File: src/rtl/zrb_uart_pkg.sv
// Shared definitions for the zrb UART blocks: receiver state encoding,
// parity mode constants and a parameter range check.
package zrb_uart_pkg;

    typedef enum logic [2:0] {
        ST_IDLE,
        ST_START,
        ST_DATA,
        ST_PARITY,
        ST_STOP
    } rx_state_t;

    localparam int PAR_NONE = 0;
    localparam int PAR_ODD  = 1;
    localparam int PAR_EVEN = 2;

    function automatic bit rx_params_ok(input int clk_div, input int oversample,
                                        input int data_bits, input int parity,
                                        input int stop_bits);
        return (clk_div >= 1) && (oversample >= 4) && (oversample % 2 == 0) &&
               (data_bits >= 5) && (data_bits <= 9) &&
               (parity >= PAR_NONE) && (parity <= PAR_EVEN) &&
               ((stop_bits == 1) || (stop_bits == 2));
    endfunction

endpackage

File: src/rtl/zrb_uart_rx_os_if.sv
// Received-word handshake between the UART receiver (master) and its consumer (slave).
interface zrb_uart_rx_os_if #(
    parameter int DATA_BITS = 8
);
    logic [DATA_BITS-1:0] data_out;
    logic                 data_valid;
    logic                 data_ack;
    logic                 frame_err;
    logic                 parity_err;
    logic                 overrun;

    modport master (
        output data_out, data_valid, frame_err, parity_err, overrun,
        input  data_ack
    );

    modport slave (
        input  data_out, data_valid, frame_err, parity_err, overrun,
        output data_ack
    );
endinterface

File: src/rtl/zrb_uart_tick_gen.sv
// Oversample tick divider: one-cycle tick every CLK_DIV clocks, held at zero by clear.
module zrb_uart_tick_gen #(
    parameter int CLK_DIV = 27
) (
    input  logic clk,
    input  logic reset,
    input  logic clear,
    output logic tick
);
    localparam int CW = (CLK_DIV > 1) ? $clog2(CLK_DIV) : 1;
    localparam logic [CW-1:0] LAST = CW'(CLK_DIV - 1);

    logic [CW-1:0] count;

    always_ff @(posedge clk or posedge reset) begin
        if (reset)
            count <= '0;
        else if (clear || count == LAST)
            count <= '0;
        else
            count <= count + 1'b1;
    end

    assign tick = !clear && (count == LAST);
endmodule

File: src/rtl/zrb_uart_rx_os.sv
// Oversampling UART receiver with mid-bit sampling, false-start rejection,
// frame/parity/overrun flags and a valid/ack output handshake.
module zrb_uart_rx_os
    import zrb_uart_pkg::*;
#(
    parameter int CLK_DIV    = 27,
    parameter int OVERSAMPLE = 16,
    parameter int DATA_BITS  = 8,
    parameter int PARITY     = 0,
    parameter int STOP_BITS  = 1
) (
    input  logic clk,
    input  logic reset,
    input  logic rx,
    output logic busy,
    zrb_uart_rx_os_if.master rx_if
);
    localparam int SW = $clog2(OVERSAMPLE);
    localparam int BW = $clog2(DATA_BITS + 1);
    localparam logic [SW-1:0] S_MID  = SW'(OVERSAMPLE / 2 - 1);
    localparam logic [SW-1:0] S_END  = SW'(OVERSAMPLE - 1);
    localparam logic [BW-1:0] B_LAST = BW'(DATA_BITS - 1);

    if (!rx_params_ok(CLK_DIV, OVERSAMPLE, DATA_BITS, PARITY, STOP_BITS)) begin : g_bad_params
        $error("zrb_uart_rx_os: parameter out of range");
    end

    rx_state_t            state;
    logic                 rx_m, rx_s, rx_s_d;
    logic [SW-1:0]        scnt;
    logic [BW-1:0]        bidx;
    logic                 sidx;
    logic [DATA_BITS-1:0] shreg;
    logic                 frm_bad, par_bad, done;
    logic                 tick;

    // NOTE: registers take <= so every flop samples the pre-edge value; with = the
    // chain would collapse into one stage in simulation.
    always_ff @(posedge clk or posedge reset) begin
        if (reset) begin
            rx_m   <= 1'b1;
            rx_s   <= 1'b1;
            rx_s_d <= 1'b1;
        end else begin
            rx_m   <= rx;
            rx_s   <= rx_m;
            rx_s_d <= rx_s;
        end
    end

    // Divider idles at zero so the first tick lands CLK_DIV clocks after the start edge.
    zrb_uart_tick_gen #(.CLK_DIV(CLK_DIV)) u_tick (
        .clk   (clk),
        .reset (reset),
        .clear (state == ST_IDLE),
        .tick  (tick)
    );

    always_ff @(posedge clk or posedge reset) begin
        if (reset) begin
            state   <= ST_IDLE;
            scnt    <= '0;
            bidx    <= '0;
            sidx    <= 1'b0;
            shreg   <= '0;
            frm_bad <= 1'b0;
            par_bad <= 1'b0;
            done    <= 1'b0;
        end else begin
            done <= 1'b0;
            unique case (state)
                ST_IDLE: begin
                    // Edge, not level: a line held in break cannot retrigger.
                    if (rx_s_d && !rx_s) begin
                        state   <= ST_START;
                        scnt    <= '0;
                        frm_bad <= 1'b0;
                        par_bad <= 1'b0;
                    end
                end
                ST_START: begin
                    if (tick) begin
                        if (scnt == S_MID) begin
                            scnt  <= '0;
                            bidx  <= '0;
                            state <= rx_s ? ST_IDLE : ST_DATA;
                        end else begin
                            scnt <= scnt + 1'b1;
                        end
                    end
                end
                ST_DATA: begin
                    if (tick) begin
                        if (scnt == S_END) begin
                            scnt  <= '0;
                            shreg <= {rx_s, shreg[DATA_BITS-1:1]};
                            if (bidx == B_LAST) begin
                                bidx  <= '0;
                                state <= (PARITY != PAR_NONE) ? ST_PARITY : ST_STOP;
                            end else begin
                                bidx <= bidx + 1'b1;
                            end
                        end else begin
                            scnt <= scnt + 1'b1;
                        end
                    end
                end
                ST_PARITY: begin
                    if (tick) begin
                        if (scnt == S_END) begin
                            scnt    <= '0;
                            par_bad <= (^shreg) ^ rx_s ^ (PARITY == PAR_ODD);
                            state   <= ST_STOP;
                        end else begin
                            scnt <= scnt + 1'b1;
                        end
                    end
                end
                ST_STOP: begin
                    if (tick) begin
                        if (scnt == S_END) begin
                            scnt <= '0;
                            if (!rx_s)
                                frm_bad <= 1'b1;
                            if (sidx == 1'(STOP_BITS - 1)) begin
                                sidx  <= 1'b0;
                                done  <= 1'b1;
                                state <= ST_IDLE;
                            end else begin
                                sidx <= 1'b1;
                            end
                        end else begin
                            scnt <= scnt + 1'b1;
                        end
                    end
                end
                default: state <= ST_IDLE;
            endcase
        end
    end

    // A completing frame is accepted if the holding register is free or freed this cycle.
    always_ff @(posedge clk or posedge reset) begin
        if (reset) begin
            rx_if.data_out   <= '0;
            rx_if.data_valid <= 1'b0;
            rx_if.frame_err  <= 1'b0;
            rx_if.parity_err <= 1'b0;
            rx_if.overrun    <= 1'b0;
        end else if (done) begin
            if (!rx_if.data_valid || rx_if.data_ack) begin
                rx_if.data_out   <= shreg;
                rx_if.frame_err  <= frm_bad;
                rx_if.parity_err <= par_bad;
                rx_if.data_valid <= 1'b1;
            end else begin
                rx_if.overrun <= 1'b1;
            end
        end else if (rx_if.data_ack && rx_if.data_valid) begin
            rx_if.data_valid <= 1'b0;
            rx_if.overrun    <= 1'b0;
        end
    end

    assign busy = (state != ST_IDLE);
endmodule

File: src/flat_wrapper.sv
// flat-port wrapper written by rule: the top's interface ports become plain ports
module zrb_uart_rx_os_flat import zrb_uart_pkg::*;
#(
    parameter int CLK_DIV    = 27,
    parameter int OVERSAMPLE = 16,
    parameter int DATA_BITS  = 8,
    parameter int PARITY     = 0,
    parameter int STOP_BITS  = 1
)
  (clk, reset, rx, busy, rx_if_data_out, rx_if_data_valid, rx_if_frame_err, rx_if_parity_err, rx_if_overrun, rx_if_data_ack);
  zrb_uart_rx_os_if #(.DATA_BITS(DATA_BITS)) rx_if_i ();
  input  logic clk;
  input  logic reset;
  input  logic rx;
  output logic busy;
  output wire logic [$bits(rx_if_i.data_out)-1:0] rx_if_data_out;
  output wire logic [$bits(rx_if_i.data_valid)-1:0] rx_if_data_valid;
  output wire logic [$bits(rx_if_i.frame_err)-1:0] rx_if_frame_err;
  output wire logic [$bits(rx_if_i.parity_err)-1:0] rx_if_parity_err;
  output wire logic [$bits(rx_if_i.overrun)-1:0] rx_if_overrun;
  input wire logic [$bits(rx_if_i.data_ack)-1:0] rx_if_data_ack;
  assign rx_if_data_out = rx_if_i.data_out;
  assign rx_if_data_valid = rx_if_i.data_valid;
  assign rx_if_frame_err = rx_if_i.frame_err;
  assign rx_if_parity_err = rx_if_i.parity_err;
  assign rx_if_overrun = rx_if_i.overrun;
  assign rx_if_i.data_ack = rx_if_data_ack;
  zrb_uart_rx_os #(.CLK_DIV(CLK_DIV), .OVERSAMPLE(OVERSAMPLE), .DATA_BITS(DATA_BITS), .PARITY(PARITY), .STOP_BITS(STOP_BITS)) u_core (.clk(clk), .reset(reset), .rx(rx), .busy(busy), .rx_if(rx_if_i));
endmodule
File: config.mk
export PLATFORM = sky130hd
export DESIGN_NAME = zrb_uart_rx_os_flat
export DESIGN_NICKNAME = d
export VERILOG_FILES = /design/src/rtl/zrb_uart_pkg.sv /design/src/rtl/zrb_uart_rx_os_if.sv /design/src/rtl/zrb_uart_tick_gen.sv /design/src/rtl/zrb_uart_rx_os.sv /design/src/flat_wrapper.sv
export SDC_FILE = /design/constraint.sdc
export NUM_CORES = 1
export LEC_CHECK = 0
export CAP_MARGIN = 10
export CORE_UTILIZATION = 38
export DETAILED_ROUTE_END_ITERATION = 8
export SYNTH_ARGS = -nofsm -noshare
export SYNTH_HDL_FRONTEND = slang
export SYNTH_SLANG_ARGS = --single-unit
File: constraint.sdc
create_clock -name clk -period 5.14 [get_ports clk]
set_input_delay 1.028 -clock clk [delete_from_list [all_inputs] [get_ports clk]]
set_output_delay 1.028 -clock clk [all_outputs]
set_load 0.03 [all_outputs]
==> flow_metrics.tcl, run 1 <==
set metrics [dict create \
    synth_edf_count 0 \
    n_antenna_cell 0 \
    hold_path.class "reg -> reg" \
    timing.slew.headroom_pct 65.0 \
    postSynth.asyncResetShare_pct 100 \
    synth_top_family_by_area "simple AND/OR/NAND/NOR gates" \
    hpwl_um 2500 \
    tns_ns 0 \
    ir_drop_v 0.000242 \
    p_leak_nw 1.01 \
    drtAntennaViolNets 0 \
    grt_pass1_wl_um 5840 \
    die_x_um 74.3 \
    gp_congestion 0.900 \
    fin_crit_sh_pct 57.5 \
    synth-compound-area-share_pct 12.8 \
    slowest_stage "clkdlybuf4s50_1" \
    gr-total-overflow 0 \
    cts_root_buffer "clkbuf_8" \
    initial_core_util_pct 40.7 \
    post_dp_cell_area_um2 2220 \
    core_um2 4880 \
    drt_iter0_markers 58 \
    critPathTopFamily "buffers and inverters" \
    first_pass_iters 4 \
    grt_pass1_vias 1314 \
    synthSimpleGateAreaFrac_pct 14.5 \
    finalSetupViolCount 0 \
    netlist_area_um2 1990 \
    cp.buffers_inverters 2 \
    cts_made_buffers 5 \
    wl_per_cell_um 13.3 \
    cp.required_ns 4.11 \
    htreeDepth 2 \
    drv_slew 0 \
    track_usage_pct 14.2 \
    endpoint_kind "output pin" \
    chipHeight_um 74.3 \
    reg2reg_slack_ns 2.98 \
    max_freq_mhz 338 \
    drc 0 \
    yosys.area_share.adder_pct 2.52 \
    clk_latency_ns 0.29 \
    drive_gt1_share_pct 19.3 \
    maxCapViolations 0 \
    ys.flop_type "dfrtp_1" \
    io_buffers 16 \
    io_pins 17 \
    hold_viol 0 \
    crit_path_max_fanout 13 \
    yosys_warnings 0 \
    syn_inst 176 \
    avgViaCountPerCell 5.34 \
    grt_max_degree 43 \
    ys_types 39 \
    skew_ns 0.00406 \
    clock-sinks 42 \
    critPathKind "reg -> out" \
    synthXorXnorAreaFrac_pct 4.85 \
    clk_path_buf_depth 2 \
    final_area_um2 2310 \
    status "complete, no violations" \
    worst_slew_pin_slew_ns 0.524 \
    cts_tree "yes" \
    cts_hold_buffers 0 \
    pwr_density_cell_nw_per_um2 334 \
    core.rowCount 25 \
    worstSetupStartpointType "flop" \
    synth_mux_area_share_pct 10.7 \
    rsz0062_at_grt "false" \
    routed_wl_um 3510 \
    die-area_um2 5520 \
    postCtsSetupBuffers 0 \
    synth-seq-cells 42 \
    syn_area_per_cell_um2 11.3 \
    nets 204 \
    cts_resized 0 \
    clk_pin_slew_ns 0.08 \
    antenna_found_initial 0 \
    fin_util_pct 47.4 \
    vias 1409 \
    synthToLayoutAreaGrowth_pct 16.4 \
    hold_ws_ns 0.359 \
    cpPeakStageDelay_ns 0.69 \
    syn_nets 184 \
    path_cells "inv_1 > nand2_1 > clkdlybuf4s50_1" \
    period_minus_slack_ns 2.96 \
    yosysSeqAreaShare_pct 53.1 \
    worstPathArrival_ns 1.93 \
]
[synth_stat cells (3+ instances only)]
| cell | instances | area, um^2 |
|---|---|---|
| nand2_1 | 12 | 45.0 |
| a21oi_1 | 9 | 45.0 |
| nand3_1 | 8 | 40.0 |
| mux2_2 | 18 | 203 |
| inv_1 | 4 | 15.0 |
| dfrtp_1 | 39 | 976 |
| clkbuf_1 | 3 | 11.3 |
| ha_1 | 4 | 50.1 |
| xor2_1 | 3 | 26.3 |
| dfstp_2 | 3 | 78.8 |
| nor3_1 | 5 | 25.0 |
| o31ai_1 | 3 | 22.5 |
| xnor2_1 | 8 | 70.1 |
| nor2_1 | 11 | 41.3 |
| o21ai_0 | 11 | 55.1 |
| nand2b_1 | 3 | 18.8 |
[worst paths after layout]
kind                                                   from                                   end  depth (start not counted)
max in group asynchronous                             reset                 u_core.rx_m$_DFF_PP1_                          3
worst min register to register        u_core.rx_m$_DFF_PP1_                 u_core.rx_s$_DFF_PP1_                          0
worst max-delay path            u_core.state[2]$_DFFE_PP0P_                                  busy                          3
worst min-delay path                  u_core.rx_m$_DFF_PP1_                 u_core.rx_s$_DFF_PP1_                          0
worst max register to register  u_core.state[1]$_DFFE_PP0P_            u_core.scnt[3]$_DFFE_PP0P_                          5
min in group asynchronous                             reset  u_core.rx_if.data_out[7]$_DFFE_PP0P_                          3
[cells in the final DEF, fill, tap and decap left out, drive strengths merged, types with 3 or more instances in the layout]
cell type and instances:
dfrtp 39, mux2 18, clkdlybuf4s50 16, nand2 12, nor2 12, o21ai 12, a21oi 9, nand3 8
xnor2 8, nor3 5, clkbuf 5, inv 4, ha 4, nand2b 3, o31ai 3, xor2 3
dfstp 3
[cell type report]
class,count,area (um^2)
Clock buffer,5,68.8
Sequential cell,42,1050
Inverter,4,15.0
Fill cell,465,2570
Timing Repair Buffer,17,168
Multi-Input combinational cell,126,902
Clock inverter,3,21.3
Tap cell,67,83.8
[power breakdown]
group	total, mW	internal, mW	leakage, nW	switching (mW)
clock network	0.207	0.0953	0.0441	0.111
registers	0.416	0.367	0.562	0.0491
logic	0.151	0.0705	0.409	0.0802
total	0.774	0.533	1.01	0.241
[layer usage]
metal	track usage, %	vias up	part of all wire, %
met5	0	-	0
met1	18.0	685	45
met3	4.47	5	5.0
met4	5.03	0	0.97
met2	23.0	41	49
li1	-	678	-
[worst register-to-register path: stages (launching register included)]
cell and delay, ns:
dfrtp_1 0.54, nor4b_1 0.50, a21oi_1 0.11, a21oi_1 0.44, o2111ai_1 0.25, o31ai_1 0.23
[registers in the layout, summed over array words and instances (netlist names)]
name	cells
u_core.rx_s_d	1
u_core.rx_if.data_valid	1
u_core.done	1
u_core.rx_s	1
u_core.rx_m	1
u_core.scnt	4
u_core.rx_if.data_out	8
u_core.shreg	8
u_core.par_bad	1
u_core.bidx	4
u_core.u_tick.count	5
u_core.rx_if.parity_err	1
u_core.rx_if.frame_err	1
u_core.state	3
u_core.rx_if.overrun	1
u_core.frm_bad	1
[stage by stage]
step,std cells,power [mW],setup WS [ns]
floorplan,176,0.532,3.14
global placement,256,0.564,2.56
detailed placement,256,0.574,2.52
CTS,264,0.786,2.18
global route,264,0.830,2.07
finish,264,0.774,2.18
[kinds of logic (layout without fill, tap and decap cells)]
logic type	count (synthesis)	in the layout
multiplexers	19	19
adder cells (fa/ha/maj)	4	4
buffers and inverters	8	29
flip-flops	42	42
AO/OA/AOI/OAI	38	38
XOR/XNOR	11	11
AND/OR/NAND/NOR	54	54
No activity file was read; power rests on OpenSTA's default activity.
==> inputs of run 2 (changes only) <==
==> constraint.sdc (replaced) <==
create_clock -name clk -period 2.45 [get_ports clk]
set_input_delay 0.49 -clock clk [delete_from_list [all_inputs] [get_ports clk]]
set_output_delay 0.49 -clock clk [all_outputs]
set_load 0.03 [all_outputs]
==> flow_metrics.tcl, run 2 (synthesis gave the netlist of run 1 again) <==
set metrics [dict create \
    status "complete, no violations" \
    drc 0 \
    drive_gt1_share_pct 20.7 \
    clk_pin_slew_ns 0.08 \
    postCtsSetupBuffers 0 \
    crit_path_max_fanout 13 \
    drtAntennaViolNets 0 \
    critPathKind "reg -> out" \
    tns_ns 0 \
    clk_path_buf_depth 2 \
    min_path_cells 0 \
    max_freq_mhz 437 \
    rsz0062_at_grt "false" \
    worstPathArrival_ns 1.80 \
    min-delay-start "u_core.rx_m$_DFF_PP1_" \
    gr-total-overflow 0 \
    hold_path.class "reg -> reg" \
    core.rowCount 25 \
    top_regs "u_core.rx_if.data_out x8, u_core.shreg x8, u_core.u_tick.count x5" \
    skew_ns 0.00787 \
    final_cell_mix "dfrtp_1 (36), mux2_2 (18), clkdlybuf4s50_1 (16)" \
    cts_tree "yes" \
    timing.slew.headroom_pct 65.5 \
    final_area_um2 2320 \
    htreeDepth 2 \
    synthToLayoutAreaGrowth_pct 16.7 \
    chipHeight_um 74.3 \
    worstSetupStartpointType "flop" \
    reg2reg_slack_ns 0.37 \
    die-area_um2 5520 \
    n_antenna_cell 0 \
    gp_congestion 0.885 \
    fin_crit_sh_pct 93.3 \
    post_dp_cell_area_um2 2230 \
    routed_wl_um 3600 \
    die_x_um 74.3 \
    endpoint_kind "output pin" \
    hpwl_um 2560 \
    place_inst 257 \
    ir_drop_v 0.000481 \
    hold_viol 0 \
    crit_start "u_core.state[2]$_DFFE_PP0P_" \
    multi_input_area_um2 902 \
    vias 1392 \
    clock-sinks 42 \
    finalSetupViolCount 0 \
    core_um2 4880 \
    drt_iter0_markers 44 \
    p_leak_nw 1.02 \
    seq_area_um2 1060 \
    finalNonFillerCells 265 \
    hold_ws_ns 0.358 \
    drv_slew 0 \
    clk_latency_ns 0.29 \
    reg2reg_to "u_core.shreg[6]$_DFFE_PP0P_" \
    nFillCells 481 \
    cts_made_buffers 5 \
    worstHoldEndpoint "u_core.rx_s$_DFF_PP1_" \
    nets 205 \
    worst_slew_pin_slew_ns 0.517 \
    reg2reg_depth 6 \
    period_minus_slack_ns 2.29 \
    layout_commonest_cell "dfrtp_1" \
    avgViaCountPerCell 5.25 \
    wl_per_cell_um 13.6 \
    first_pass_iters 4 \
    cts_root_buffer "clkbuf_8" \
    antenna_found_initial 0 \
    track_usage_pct 15.2 \
    initial_core_util_pct 40.7 \
    pwr_density_cell_nw_per_um2 703 \
    cp.required_ns 1.96 \
    maxCapViolations 0 \
    grt_pass1_wl_um 6290 \
    r2r_start "u_core.u_tick.count[0]$_DFF_PP0_" \
    cts_resized 0 \
    grt_max_degree 43 \
    io_pins 17 \
    cts_hold_buffers 0 \
    grt_pass1_vias 1360 \
    fin_util_pct 47.6 \
    io_buffers 16 \
]
## run 2: cell count changes in the layout (fill, tap and decap cells not counted)
cell        change
clkinvlp_4      -1
clkbuf_1        +1
buf_4           +1
dfrtp_1         -3
dfrtp_2         +3
## run 2: where the power goes
| group | switching, mW | internal, mW |
|---|---|---|
| Clock | 0.232 | 0.201 |
| Sequential | 0.102 | 0.772 |
| Combinational | 0.171 | 0.153 |
| Total | 0.505 | 1.13 |
## run 2: worst max path at each step
stage                                        endpoint  slack (ns)  depth (start not counted)
after floorplan           u_core.shreg[0]$_DFFE_PP0P_        0.62                          6
after global placement                           busy        0.36                          3
after detailed placement                         busy        0.36                          3
after CTS                                        busy        0.01                          3
after global routing                             busy        0.06                          3
final                                            busy        0.16                          3
## run 2: layout make-up
cell class	count	share of cell area, %
clock inverter	2	0.593
inverter	4	0.647
timing repair buffer	18	7.55
clock buffer	6	3.13
multi-input combinational	126	38.9
sequential	42	45.6
tap	67	3.61
## run 2: per-stage QoR
stage	setup WS (ns)	total power, mW
global placement	0.360	1.19
finish	0.163	1.63
floorplan	0.621	1.12
CTS	0.0119	1.65
detailed placement	0.360	1.21
global route	0.0566	1.75
## run 2: worst max-delay path, cell delays in order, from the launching register on
cell	delay [ns]
dfrtp_2	0.50
inv_1	0.15
nand2_1	0.16
clkdlybuf4s50_1	0.69
## run 2: routing by layer
metal / vias up / part of all wire (%) / GRT usage, %
met5: - / 0 / 0
met4: 0 / 1.1 / 4.82
met3: 5 / 3.4 / 4.07
met2: 28 / 49 / 24.1
met1: 689 / 47 / 20.4
li1: 670 / - / -
==> inputs of run 3 (changes only) <==
==> constraint.sdc (replaced) <==
create_clock -name clk -period 2.45 [get_ports clk]
set_input_delay 0.245 -clock clk [delete_from_list [all_inputs] [get_ports clk]]
set_output_delay 0.245 -clock clk [all_outputs]
set_load 0.03 [all_outputs]
==> flow_metrics.tcl, run 3 (synthesis gave the netlist of run 1 again) <==
set metrics [dict create \
    postCtsSetupBuffers 0 \
    skew_ns 0.00372 \
    drive_gt1_share_pct 19.3 \
    clk_path_buf_depth 2 \
    cts_resized 0 \
    grt_pass1_vias 1416 \
    hold_path.class "reg -> reg" \
    drtAntennaViolNets 0 \
    rsz0062_at_grt "false" \
    final_area_um2 2320 \
    core_um2 4880 \
    reg2reg_to "u_core.shreg[6]$_DFFE_PP0P_" \
    cp.required_ns 2.20 \
    core.rowCount 25 \
    maxCapViolations 0 \
    fin_crit_sh_pct 90.7 \
    die-area_um2 5520 \
    endpoint "busy" \
    top_regs "u_core.rx_if.data_out x8, u_core.shreg x8, u_core.u_tick.count x5" \
    antenna_found_initial 0 \
    drt_iter0_markers 44 \
    cts_made_buffers 5 \
    crit_start "u_core.state[2]$_DFFE_PP0P_" \
    drc 0 \
    crit_path_max_fanout 13 \
    nets 204 \
    p_leak_nw 1.02 \
    synthToLayoutAreaGrowth_pct 16.6 \
    clock-sinks 42 \
    gp_congestion 0.887 \
    htreeDepth 2 \
    post_dp_cell_area_um2 2220 \
    worstPathArrival_ns 1.98 \
    worstSetupStartpointType "flop" \
    status "complete, no violations" \
    die_x_um 74.3 \
    min-delay-start "u_core.rx_m$_DFF_PP1_" \
    min_path_cells 0 \
    timing.slew.headroom_pct 66.0 \
    first_pass_iters 4 \
    reg2reg_depth 6 \
    io_buffers 16 \
    avgViaCountPerCell 5.19 \
    clk_latency_ns 0.29 \
    place_inst 256 \
    endpoint_kind "output pin" \
    period_minus_slack_ns 2.22 \
    finalSetupViolCount 0 \
    finalNonFillerCells 264 \
    initial_core_util_pct 40.7 \
    layout_commonest_cell "dfrtp_1" \
    clk_pin_slew_ns 0.08 \
    ir_drop_v 0.000545 \
    vias 1370 \
    track_usage_pct 14.9 \
    cts_tree "yes" \
    cts_root_buffer "clkbuf_8" \
    reg2reg_slack_ns 0.34 \
    routed_wl_um 3530 \
    drv_slew 0 \
    n_antenna_cell 0 \
    grt_max_degree 43 \
    chipHeight_um 74.3 \
    gr-total-overflow 0 \
    tns_ns 0 \
    io_pins 17 \
    max_freq_mhz 450 \
    critPathKind "reg -> out" \
    hold_viol 0 \
    r2r_start "u_core.u_tick.count[0]$_DFF_PP0_" \
    cts_hold_buffers 0 \
    hpwl_um 2560 \
    grt_pass1_wl_um 6210 \
    pwr_density_cell_nw_per_um2 712 \
    worst_slew_pin_slew_ns 0.510 \
    wl_per_cell_um 13.4 \
    final_cell_mix "dfrtp_1 (39), mux2_2 (18), clkdlybuf4s50_1 (16)" \
]
## run 3: changes by cell type in the layout (fill, tap and decap cells not counted)
cell,delta
dfrtp_1,+3
dfrtp_2,-3
buf_4,-1
clkbuf_1,-1
clkbuf_8,+1
clkinv_4,-1
clkinvlp_4,+1
## run 3: report_power, final
part           internal (mW)  leakage, nW  total, mW  switching [mW]
clock network          0.226       0.0472      0.452           0.226
registers              0.770        0.562      0.875           0.105
logic                  0.151        0.409      0.323           0.172
## run 3: per-layer routing
| layer | global-route usage (%) | vias to the layer above | part of all wire (%) |
|---|---|---|---|
| met5 | 0 | - | 0 |
| met4 | 5.87 | 0 | 0.65 |
| met3 | 4.88 | 2 | 2.8 |
| met2 | 24.3 | 25 | 50 |
| met1 | 18.3 | 674 | 47 |
| li1 | - | 669 | - |
## run 3: how the worst min path moves through the flow
stage                            end  slack [ns]
2_1_floorplan  u_core.rx_m$_DFF_PP1_        0.25
3_5_place_dp   u_core.rx_s$_DFF_PP1_        0.35
6_report       u_core.rx_s$_DFF_PP1_        0.36
5_1_grt        u_core.rx_m$_DFF_PP1_        0.35
4_1_cts        u_core.rx_s$_DFF_PP1_        0.37
3_3_place_gp   u_core.rx_s$_DFF_PP1_        0.35
## run 3: worst max-delay path, stage by stage, from the launching register on
cell             delay [ns]
dfrtp_1                0.58
inv_1                  0.21
nand2_1                0.20
clkdlybuf4s50_1        0.70
## run 3: area by class of cell
| class | count | area [um^2] |
|---|---|---|
| repair buffers | 17 | 168 |
| clock buffers | 6 | 82.6 |
| multi-input cells | 126 | 902 |
| flip-flops and latches | 42 | 1050 |
| fillers | 467 | 2560 |
| well taps | 67 | 83.8 |
| inverters | 4 | 15.0 |
| clock inverters | 2 | 12.5 |
## run 3: per-stage QoR
step / hold WS [ns] / util (%) / total power [mW] / worst slack (ns)
6_report: 0.363 / 47.5 / 1.65 / 0.227
5_1_grt: 0.355 / 47.5 / 1.76 / 0.0995
4_1_cts: 0.365 / 47.5 / 1.68 / 0.229
3_5_place_dp: 0.354 / 45.6 / 1.22 / 0.347
3_3_place_gp: 0.346 / 45.6 / 1.19 / 0.410
2_1_floorplan: 0.249 / - / 1.12 / 0.621
==> edit 1, RTL diff (settings of run 3) <==
`PARITY` is set to 0 in 2 places; all go to 1.
--- a/src/rtl/zrb_uart_rx_os.sv
+++ b/src/rtl/zrb_uart_rx_os.sv
@@ -6,7 +6,7 @@
     parameter int CLK_DIV    = 27,
     parameter int OVERSAMPLE = 16,
     parameter int DATA_BITS  = 8,
-    parameter int PARITY     = 0,
+    parameter int PARITY     = 1,
     parameter int STOP_BITS  = 1
 ) (
     input  logic clk,
--- a/src/flat_wrapper.sv
+++ b/src/flat_wrapper.sv
@@ -4,7 +4,7 @@
     parameter int CLK_DIV    = 27,
     parameter int OVERSAMPLE = 16,
     parameter int DATA_BITS  = 8,
-    parameter int PARITY     = 0,
+    parameter int PARITY     = 1,
     parameter int STOP_BITS  = 1
 )
   (clk, reset, rx, busy, rx_if_data_out, rx_if_data_valid, rx_if_frame_err, rx_if_parity_err, rx_if_overrun, rx_if_data_ack);
Formal check against the unedited RTL: no difference found for any inputs over 10 cycles, from zero or initial values and one cycle with reset high; that may be too few to reach the edited logic, so the function may still have changed.
==> edit 1 against run 3 <==
- area after synthesis up 3.8%
- global-route usage increased by 0.61 points
- combinational power fell by 9.9%
- power up 1.8%
- sequential cell count unchanged
- first-iteration DRC count grew 91%
- utilization is 0.37 points lower
- final area up 5.2%
- count of clock-buffer cells in the layout decreased by 1
- setup slack improved by 0.071 ns
- critical path depth did not move
- routed wire length increased by 10%
- clock skew up 0.0032 ns
- fmax is 3.3% higher
- largest power group unchanged
- highest routed layer unchanged
==> edit 1: results (changes against run 3) <==
| Metric | Value |
|---|---|
| Status | `finished, final reports clean (unchanged)` |
| Commonest cells in the netlist | `39 x dfrtp_1, 15 x nor2_1, 9 x nand3_1, 8 x o21ai_1 (was 39 x dfrtp_1, 18 x mux2_2, 12 x nand2_1, 11 x nor2_1, 11 x o21ai_0)` |
| Net count after synthesis | `187 (was 184)` |
| Fillers | `461 (was 467)` |
| Vias in the first global route | `1358 (was 1416)` |
| Layout area overhead | `18.2% (was 16.6%)` |
| Crit-path max FO | `20 (was 13)` |
| Routability cong. | `0.918 (was 0.887)` |
| Peak supply drop | `0.389 mV (was 0.545 mV)` |
| Sw Pwr | `489 uW (was 502 uW)` |
| Post-DP HPWL | `2.77 mm (was 2.56 mm)` |
| Number of remaining DRC errors | `0 (unchanged)` |
| CP arrival | `1.91 ns (was 1.98 ns)` |
| Global-route wire length before repair | `6.58 mm (was 6.21 mm)` |
| Routed length per instance | `14.2 um (was 13.4 um)` |
| Clock Skews | `0.00688 ns (was 0.00372 ns)` |
| Iter 0 DRT Violations | `84 (was 44)` |
| Dpl cell area | `2330 um2 (was 2220 um2)` |
| GRT Util Overall | `15.5% (was 14.9%)` |
| Max_slew headroom | `60.9% (was 66.0%)` |
| Layout cells sized above 1 | `15.7% (was 19.3%)` |
| Clk buf depth | `2 (unchanged)` |
| Synth area leaders | `dfrtp_1 47%, mux2_4 5.1%, dfstp_2 3.8% (was dfrtp_1 49%, mux2_2 10%, dfstp_2 4.0%)` |
| Synth cell types | `48 (was 39)` |
| Tightest Hold Check Type | `primary input to flip-flop (was flip-flop to flip-flop)` |
## edit 1: power by group through the flow
stage / logic [mW] / clock network [mW] / registers, mW
after floorplan: 0.228 / 0 / 0.823
after CTS: 0.293 / 0.571 / 0.831
final: 0.291 / 0.558 / 0.831
after global placement: 0.280 / 0 / 0.836
after detailed placement: 0.293 / 0 / 0.844
after global routing: 0.339 / 0.602 / 0.842
## edit 1: routing by layer
layer | routed length [um] | GRT usage, % | vias to the layer above
met5 | 0 | 0 | -
met4 | 52 | 5.56 | 0
met3 | 116 | 3.17 | 5
met2 | 1940 | 24.9 | 25
met1 | 1780 | 20.8 | 725
li1 | - | - | 692
## edit 1: metrics by stage
stage	instances	worst slack [ns]
2_1_floorplan	179	0.776
3_3_place_gp	266	0.631
3_5_place_dp	266	0.557
4_1_cts	274	0.290
5_1_grt	274	0.250
6_report	274	0.298
## edit 1: cell families after synthesis
family | after synthesis | share of synthesized area (%)
and+or+nand+nor | 58 | 16.7
DFF | 42 | 51.1
AOI/OAI and AO/OA | 36 | 11.2
muxes | 18 | 11.1
buffers and inverters | 11 | 2.55
xor gates and xnor gates | 10 | 4.91
adders and majority gates | 4 | 2.43
## edit 1: path summary, 6_finish.rpt
path,from,endpoint,slack (ns),cells past startpoint
max,u_core.state[0],busy,0.30,3
min reg2reg,u_core.rx_m,u_core.rx_s,0.36,0
max in group asynchronous,reset,u_core.rx_s_d,1.70,3
max reg2reg,u_core.u_tick.count[0],u_core.bidx[2],0.56,7
min in group asynchronous,reset,u_core.shreg[5],0.37,3
min,rx,u_core.rx_m,0.35,1
## edit 1: critical path: stages, from the launching register on
cell and delay, ns:
dfrtp_1 0.39, buf_4 0.20, or3_1 0.41, clkdlybuf4s50_1 0.61
## edit 1: final cells by class
type                       count  area [um2]  area share (%)
inverter                       6        22.5           0.924
sequential                    42        1050            43.3
clock buffer                   5        68.8            2.82
tap                           70        87.6            3.59
clock inverter                 3        43.8            1.80
multi-input combinational    126         956            39.2
timing repair buffer          22         205            8.41
==> edit 2, RTL diff (config.mk and constraints of run 3) <==
Without the edit above. Encoding of `rx_state_t`: now one-hot (5 bits for 5 states).
--- a/src/rtl/zrb_uart_pkg.sv
+++ b/src/rtl/zrb_uart_pkg.sv
@@ -2,12 +2,12 @@
 // parity mode constants and a parameter range check.
 package zrb_uart_pkg;
 
-    typedef enum logic [2:0] {
-        ST_IDLE,
-        ST_START,
-        ST_DATA,
-        ST_PARITY,
-        ST_STOP
+    typedef enum logic [4:0] {
+        ST_IDLE   = 5'b00001,
+        ST_START  = 5'b00010,
+        ST_DATA   = 5'b00100,
+        ST_PARITY = 5'b01000,
+        ST_STOP   = 5'b10000
     } rx_state_t;
 
     localparam int PAR_NONE = 0;
Formal check against the unedited RTL: same outputs for any inputs over 10 cycles, from zero or initial values and one cycle with reset high; not proved beyond that.
==> edit 2 against run 3 <==
- sequential share of layout area is 1.0 points higher
- setup slack worse by 0.022 ns
- sequential cell count is 1 lower
- largest power group unchanged
- routed wire length is 6.5% lower
- fmax is 0.96% lower
- area after synthesis is 5.1% lower
- power is 6.0% higher
- final area is 4.4% lower
==> edit 2: results (changes against run 3) <==
| Metric | Value |
|---|---|
| Status | `finished, final reports clean (unchanged)` |
| Dpl cell area | `2110 um2 (was 2220 um2)` |
| Nets | `190 (was 204)` |
| DP Cell Count | `242 (was 256)` |
| Delay-heaviest family, CP | `simple AND/OR/NAND/NOR gates (was buffers and inverters)` |
| CP arrival | `2.00 ns (was 1.98 ns)` |
| Clock-pin slew on the worst setup and hold paths | `roughly 0.070 ns` |
| Clk buf depth | `2 (unchanged)` |
| Commonest cells in the netlist | `37 x dfrtp_1, 17 x mux2_2, 11 x nor2_1, 10 x nand2_1, 10 x nand3_1 (was 39 x dfrtp_1, 18 x mux2_2, 12 x nand2_1, 11 x nor2_1, 11 x o21ai_0)` |
| Port Buffers | `15 (was 16)` |
| EDFF count, synth | `0 (unchanged)` |
| Post-CTS resize count | `0 (unchanged)` |
| Clock Skews | `0.00453 ns (was 0.00372 ns)` |
| Root Driver | `clkbuf_8 (unchanged)` |
| CTS Buf Count | `5 (unchanged)` |
| DRT Pass-1 Iters | `4 (unchanged)` |
| Seq/Total Area, Yosys | `54.6% (was 53.1%)` |
| Skew-Pair Late Insertion Delay | `0.28 ns` |
| # diodes | `0 (unchanged)` |
| DRT Wirelength | `3.30 mm (was 3.53 mm)` |
| CP max stage delay | `0.61 ns (was 0.70 ns)` |
| CP max stage cell | `or4b_4 (was clkdlybuf4s50_1)` |
| LEAKAGE | `1.04 nW (was 1.02 nW)` |
| Crit-path max FO | `13 (unchanged)` |
| Fraction of registers with async set or reset after synthesis | `100% (unchanged)` |
| Total gr overflow | `0 (unchanged)` |
| Avg Inst Size Synth | `11.5 um2 (was 11.3 um2)` |
| Net count after synthesis | `172 (was 184)` |
| Final setup TNS | `0 ns (unchanged)` |
| Tightest Hold Check Type | `flip-flop to flip-flop (unchanged)` |
| CTS H-Tree Depth | `2 (unchanged)` |
| Biggest regs | `u_core.rx_if.data_out: 8 flops, u_core.shreg: 8 flops, u_core.u_tick.count: 5 flops (unchanged)` |
| Routability cong. | `0.838 (was 0.887)` |
| Synth cell types | `44 (was 39)` |
| Iter 0 DRT Violations | `53 (was 44)` |
| Warnings from Yosys | `0 (unchanged)` |
| Peak supply drop | `0.480 mV (was 0.545 mV)` |
| Post-Place Setup Slack | `0.465 ns (was 0.347 ns)` |
| Routed length per instance | `13.2 um (was 13.4 um)` |
| Largest net degree at the start of global routing | `42 (was 43)` |
| Vias per std cell | `5.14 (was 5.19)` |
| Synth area leaders | `dfrtp_1 49%, mux2_2 10%, dfstp_2 5.6% (was dfrtp_1 49%, mux2_2 10%, dfstp_2 4.0%)` |
| Layout area overhead | `17.5% (was 16.6%)` |
| Fillers | `461 (was 467)` |
| Post-DP HPWL | `2.38 mm (was 2.56 mm)` |
| Top_reg_cell synth | `dfrtp_1 (unchanged)` |
| Layout cells sized above 1 | `19.1% (was 19.3%)` |
| Post-CTS setup buffers | `0 (unchanged)` |
| Slew @ Worst Pin | `0.500 ns (was 0.510 ns)` |
| GRT Util Overall | `14.6% (was 14.9%)` |
| Antenna violations before repair | `0 (unchanged)` |
| Global-route wire length before repair | `5.90 mm (was 6.21 mm)` |
[edit 2: report_power, final]
group,internal [mW],leakage [nW],switching (mW)
registers,0.745,0.555,0.0918
clock network,0.306,0.0554,0.221
logic,0.175,0.431,0.210
[edit 2: path summary, 6_finish.rpt]
check,end,depth (start not counted),slack (ns),start
max reg2reg,u_core.scnt[2],4,0.44,u_core.state[1]
max,busy,2,0.21,u_core.state[1]
min,u_core.rx_s,0,0.36,u_core.rx_m
min reg2reg,u_core.rx_s,0,0.36,u_core.rx_m
min in group asynchronous,u_core.rx_if.data_out[7],3,0.38,reset
max in group asynchronous,u_core.rx_s_d,3,1.71,reset
[edit 2: area by class of cell]
type                       instances  area share (%)
sequential                        41            46.5
multi-input combinational        110            35.9
timing repair buffer              18            7.79
tap                               67            3.78
clock buffer                       6            3.27
clock inverter                     2            1.75
inverter                           6            1.02
[edit 2: worst register-to-register path, delay by kind of cell (launching register included)]
| kind | cells | cell delay (ns) |
|---|---|---|
| and+or+nand+nor | 2 | 1.05 |
| DFF | 1 | 0.50 |
| AOI/OAI and AO/OA | 2 | 0.35 |
[edit 2: routing by layer]
metal | up-vias | global-route usage (%) | wire length, um
met5 | - | 0 | 0
met4 | 0 | 4.14 | 21
met3 | 2 | 3.89 | 153
met2 | 32 | 23.6 | 1590
met1 | 633 | 19.5 | 1530
li1 | 619 | - | -
[edit 2: cell families (layout without fill, tap and decap cells)]
kind of cell    after synthesis  in the layout  share of synthesized area (%)
other cells                   1              1                          0.199
simple gates                 58             58                           17.4
compound gates               25             25                           9.42
mux                          17             17                           10.1
fa+ha+maj                     4              4                           2.65
buf+inv                      13             32                           3.18
xor+xnor                      5              5                           2.32
flops                        41             41                           54.6
